===== src/rtl/fifo_pkt_reader.sv =====
// Packet FIFO reader: fetches header/payload/parity bytes and streams them out with sop/eop.
// Define FIFO_PKT_READER_PARITY_CHK_EN to enable the parity accumulator and compare.
module fifo_pkt_reader #(
  parameter int unsigned TIMEOUT = 30
) (
  input  logic       clk,
  input  logic       resetn,
  input  logic       fifo_empty,
  input  logic [7:0] fifo_dout,
  output logic       fifo_rd_en,
  output logic [7:0] out_data,
  output logic       out_valid,
  input  logic       out_ready,
  output logic       out_sop,
  output logic       out_eop,
  output logic       pkt_err,
  output logic       soft_reset_out
);

  localparam int unsigned IDLE_W = (TIMEOUT < 2) ? 1 : $clog2(TIMEOUT + 1);
  localparam int unsigned LEN_W  = 6;

  typedef enum logic [2:0] {
    S_IDLE  = 3'd0,
    S_HDR   = 3'd1,
    S_PLD   = 3'd2,
    S_PAR   = 3'd3,
    S_ABORT = 3'd4
  } state_t;

  state_t             r_state;
  logic               r_run;
  logic               r_inflight;
  logic [LEN_W-1:0]   r_cnt;
  logic [IDLE_W-1:0]  r_idle_cnt;
  logic [7:0]         r_out_data;
  logic               r_out_valid;
  logic               r_sop;
  logic               r_eop;
  logic               r_to_err;
  logic               r_soft;
`ifdef FIFO_PKT_READER_PARITY_CHK_EN
  logic [7:0]         r_acc;
  logic               r_par_bad;
`endif

  logic w_accept;
  logic w_fetch;
  logic w_wait;
  logic w_timeout;

  // Fetch is decided on live FIFO/ready status so an empty FIFO is never read.
  assign w_accept  = r_out_valid & out_ready;
  assign w_fetch   = r_run & ~fifo_empty & ~r_inflight & (~r_out_valid | out_ready)
                   & (r_state != S_ABORT);
  assign w_wait    = ((r_state == S_HDR) || (r_state == S_PLD) || (r_state == S_PAR))
                   & ~r_inflight;
  assign w_timeout = w_wait & fifo_empty & (r_idle_cnt == IDLE_W'(TIMEOUT - 1));

  assign fifo_rd_en     = w_fetch;
  assign out_data       = r_out_data;
  assign out_valid      = r_out_valid;
  assign out_sop        = r_sop;
  assign out_eop        = r_eop;
  assign soft_reset_out = r_soft;
`ifdef FIFO_PKT_READER_PARITY_CHK_EN
  // Parity error must coincide with acceptance of the eop byte.
  assign pkt_err = r_to_err | (w_accept & r_eop & r_par_bad);
`else
  assign pkt_err = r_to_err;
`endif

  always_ff @(posedge clk or negedge resetn) begin
    if (!resetn) begin
      r_state     <= S_IDLE;
      r_run       <= 1'b0;
      r_inflight  <= 1'b0;
      r_cnt       <= '0;
      r_idle_cnt  <= '0;
      r_out_data  <= 8'h00;
      r_out_valid <= 1'b0;
      r_sop       <= 1'b0;
      r_eop       <= 1'b0;
      r_to_err    <= 1'b0;
      r_soft      <= 1'b0;
`ifdef FIFO_PKT_READER_PARITY_CHK_EN
      r_acc       <= 8'h00;
      r_par_bad   <= 1'b0;
`endif
    end else begin
      r_run      <= 1'b1;
      r_inflight <= w_fetch;
      r_to_err   <= 1'b0;
      r_soft     <= 1'b0;
      r_idle_cnt <= (w_wait && fifo_empty) ? r_idle_cnt + IDLE_W'(1) : '0;

      if (w_accept) begin
        r_out_valid <= 1'b0;
        r_sop       <= 1'b0;
        r_eop       <= 1'b0;
      end

      // A landing byte always finds the output register free or retiring.
      if (r_inflight) begin
        r_out_data  <= fifo_dout;
        r_out_valid <= 1'b1;
        r_sop       <= (r_state == S_HDR);
        r_eop       <= (r_state == S_PAR);
      end

      case (r_state)
        S_IDLE: begin
          if (w_fetch) r_state <= S_HDR;
        end
        S_HDR: begin
          if (r_inflight) begin
            r_cnt   <= fifo_dout[7:2];
            r_state <= (fifo_dout[7:2] == 6'd0) ? S_PAR : S_PLD;
`ifdef FIFO_PKT_READER_PARITY_CHK_EN
            r_acc   <= fifo_dout;
`endif
          end
        end
        S_PLD: begin
          if (r_inflight) begin
            r_cnt <= r_cnt - 6'd1;
            if (r_cnt == 6'd1) r_state <= S_PAR;
`ifdef FIFO_PKT_READER_PARITY_CHK_EN
            r_acc <= r_acc ^ fifo_dout;
`endif
          end
        end
        S_PAR: begin
          if (r_inflight) begin
            r_state   <= S_IDLE;
`ifdef FIFO_PKT_READER_PARITY_CHK_EN
            r_par_bad <= (fifo_dout != r_acc);
`endif
          end
        end
        S_ABORT: begin
          r_state <= S_IDLE;
        end
        default: begin
          r_state <= S_IDLE;
        end
      endcase

      // Starved mid-packet: drop any pending byte and request a FIFO flush.
      if (w_timeout) begin
        r_state     <= S_ABORT;
        r_out_valid <= 1'b0;
        r_sop       <= 1'b0;
        r_eop       <= 1'b0;
        r_to_err    <= 1'b1;
        r_soft      <= 1'b1;
        r_idle_cnt  <= '0;
      end
    end
  end

endmodule


===== config.mk =====
export PLATFORM = sky130hd
export DESIGN_NAME = fifo_pkt_reader
export DESIGN_NICKNAME = d
export VERILOG_FILES = /design/src/rtl/fifo_pkt_reader.sv
export SDC_FILE = /design/constraint.sdc
export NUM_CORES = 1
export LEC_CHECK = 0
export ABC_AREA = 1
export BUFFER_PORTS_ARGS = -buffer_cell sky130_fd_sc_hd__buf_2
export CAP_MARGIN = 20
export CORE_UTILIZATION = 35
export CTS_CLUSTER_SIZE = 40
export DETAILED_ROUTE_END_ITERATION = 10
export GPL_TIMING_DRIVEN = 0
export PLACE_DENSITY_LB_ADDON = 0.05
export SLEW_MARGIN = 20
export SYNTH_ARGS = -nofsm -noshare
export SYNTH_HDL_FRONTEND = slang
export SYNTH_SLANG_ARGS = --single-unit

===== constraint.sdc =====
create_clock -name clk -period 1.5 [get_ports clk]
set_clock_uncertainty 0.1 [all_clocks]
set_input_delay 0.3 -clock clk [delete_from_list [all_inputs] [get_ports clk]]
set_output_delay 0.3 -clock clk [all_outputs]
set_load 0.005 [all_outputs]

==> run metrics <==
CTS Root Cell clkbuf_8; FP Rows 22; Hold Crit Class in2reg; Critical Path Sink Type output port; I/O pin cnt 26; top cell family by delay on the critical path flip-flops; setup TNS -102 ps; fin area between 0.0015 and 0.002 mm2; CTS max path bufs 2; cell chain of the critical path inv_2, nand2_2, inv_2, a21oi_2, buf_2; Highest Clock Rate 624 MHz; clock share of power between 15 and 20%; worst setup margin -102 ps; final estimated routing congestion in global placement between 0.8 and 0.9; R2R Setup Slk approximately 50 ps; final WL around 3000 um; VDD IR max between 600 and 700 uV; Crit path top cell by count inv_2; P_sw around 950 uW; CTS Sinks 28; Syn Area/Cell 8.69 um2; aggregate global routing overflow 0; CP Depth 5; core box area about 0.0037 mm2; top-area cell type share of the netlist area around 51%; initial antenna violation count 0; Worst setup SP type register; sequential area share after synthesis about half; Multi-input gate area about 630 um2; RSZ-0062 raised after global routing true; worst r2r src r_inflight$_DFF_PN0_; hold path cells 3; WL per Instance 12.1 um; largest net degree at the start of global routing 29; Sw Share between 30% and 40%; post-synthesis register bit count 28; status complete, but fails checks; Worst Tran Pin Value about 620 ps; PwrDens around 1400 mW/mm2; maxcap violations 0; slowest cell on the critical path dfrtp_1; CP arrival 1200 ps; period utilisation layout 107%; H-tree Lvls 1; Fillers around 370; Comb pwr share about two fifths; Final Hold Fails 0; failing checks negative setup slack; r2r endpoint out_sop$_DFFE_PN0P_; count of non-filler cells in the finished layout between 200 and 250; Synth area leaders dfrtp_1 51%, nand2_1 10%, nor2_1 5.2%; Pint between 1.5 and 2 mW; Buffers & Inverters on Critical Path 3; relative slew slack between 50% and 60%; placed cell count 230; Lkg Pwr just over 0.9 nW; CTS buffer count 3; Worst-path clk slew ~90 ps; DRT antenna net count 0; Worst Path Required roughly 1100 ps; hpwl dp approximately 2100 um; Synth Cell Area between 0.001 and 0.0015 mm2; first-iteration detailed-routing DRC count 27; Slew Limit Fails 0; number of I/O port buffers 25; largest area contributor in the netlist dfrtp_1; synth warn 0; Cells after Synth 157; Critical Path Start r_state[0]$_DFFE_PN0P_; initial core utilization approximately 37%; global-route wire length before repair between 4000 and 5000 um; final setup fails 1; Unique masters post-synth 28; Residual DRC 0; vias in the first global route 1120; chip width around 64 um; Mapped Nets about 170; Die ar. 0.00415 mm2; Hold WS around 140 ps; Largest stage delay, worst path roughly 400 ps; crit-path max FO 4; vias per cell 4.71; ant diodes 0; share of layout cells above drive strength 1 34.7%; total power between 2 and 2.5 mW; register area roughly 700 um2; most frequent cells in the layout 35 x nand2_1, 28 x dfrtp_1, 26 x buf_2; Worst Setup EP fifo_rd_en; Worst-Skew Late Latency approximately 270 ps; commonest non-fill, non-tap cell in the layout nand2_1; Total GRT Usage 15.6%; Layout Nets 214; reg2reg path depth 7; TritonCTS clock tree yes; DP Area ~0.0016 mm2; Tmin final approximately 1600 ps; via count approximately 1100; P&R area growth vs syn 27.3%; part of the power in registers between 40 and 50%; Pre-antenna DRT Iters 4; critical path type reg2out; Die H ~64 um
## sequential cells by signal, indices dropped and copies added, names as in the netlist
| register | count |
|---|---|
| out_data | 8 |
| out_eop | 1 |
| out_sop | 1 |
| out_valid | 1 |
| r_cnt | 6 |
| r_idle_cnt | 5 |
| r_inflight | 1 |
| r_run | 1 |
| r_state | 3 |
| soft_reset_out | 1 |
## Yosys cell counts (all sizes together)
cell type and count:
ha 4, a22oi 1, xnor2 1, o211ai 1, o41ai 1, nand2 41
inv 18, conb 1, a31oi 1, o21ai 14, buf 3, nand3 13
a21oi 4, dfrtp 28, o22ai 1, nor2 21, xor2 4
## per-layer routing
layer / vias up / part of all wire, % / wire length [um] / global-route usage (%)
met4: 0 / 1.4 / 40 / 3.33
met5: - / 0 / 0 / 0
met3: 4 / 4.8 / 141 / 4.05
li1: 579 / - / - / -
met2: 34 / 46 / 1370 / 26.2
met1: 532 / 47 / 1400 / 20.2
## worst min-delay path by stage
stage	startpoint	endpoint	slack, ps
after floorplan	resetn	out_data[0]$_DFFE_PN0P_	-100
after global placement	resetn	out_data[0]$_DFFE_PN0P_	250
after detailed placement	resetn	out_data[1]$_DFFE_PN0P_	260
after CTS	fifo_dout[1]	out_data[1]$_DFFE_PN0P_	140
after global routing	fifo_dout[0]	out_data[0]$_DFFE_PN0P_	150
final	fifo_dout[1]	out_data[1]$_DFFE_PN0P_	140
## power by group through the flow
stage	registers, mW	clock network, mW	logic, mW
floorplan	1.08	0	0.604
global placement	1.09	0	0.827
detailed placement	1.09	0	0.839
CTS	1.08	0.414	0.869
global route	1.11	0.445	1.15
finish	1.09	0.389	1.02
## logic make-up after synthesis
kind of cell	after synthesis	synth area share, %
AND/OR/NAND/NOR	75	24.9
flip-flops	28	51.3
AO/OA/AOI/OAI	23	9.53
buffers and inverters	21	7.06
XOR/XNOR	5	3.21
adder cells (fa/ha/maj)	4	3.67
other	1	0.275
## metrics by stage
stage          setup slack (ps)  utilization, %
3_5_place_dp               46.1            42.0
5_1_grt                    -159            47.1
2_1_floorplan               247               -
3_3_place_gp               58.4            42.0
6_report                   -102            47.1
4_1_cts                    -142            44.8
## tightest hold or removal path: cells and delay by family
family / cells / cell delay [ps]
and+or+nand+nor: 2 / 90
buffers and inverters: 1 / 80
## repair_timing
item,in CTS,in global routing
hold buffers,1,0
pin swaps,2,6
resized for setup,3,14
setup buffers,5,7
endpoints found under the hold margin,28,0
setup endpoints to repair,1,9
## cell type report
class,count,area share [%]
multi-input cells,108,36.2
clock buffers,3,2.38
repair buffers,37,12.7
flip-flops and latches,28,40.3
well taps,48,3.46
inverters,18,4.18
plain buffers,2,0.720
(Power assumes the default switching activity.)
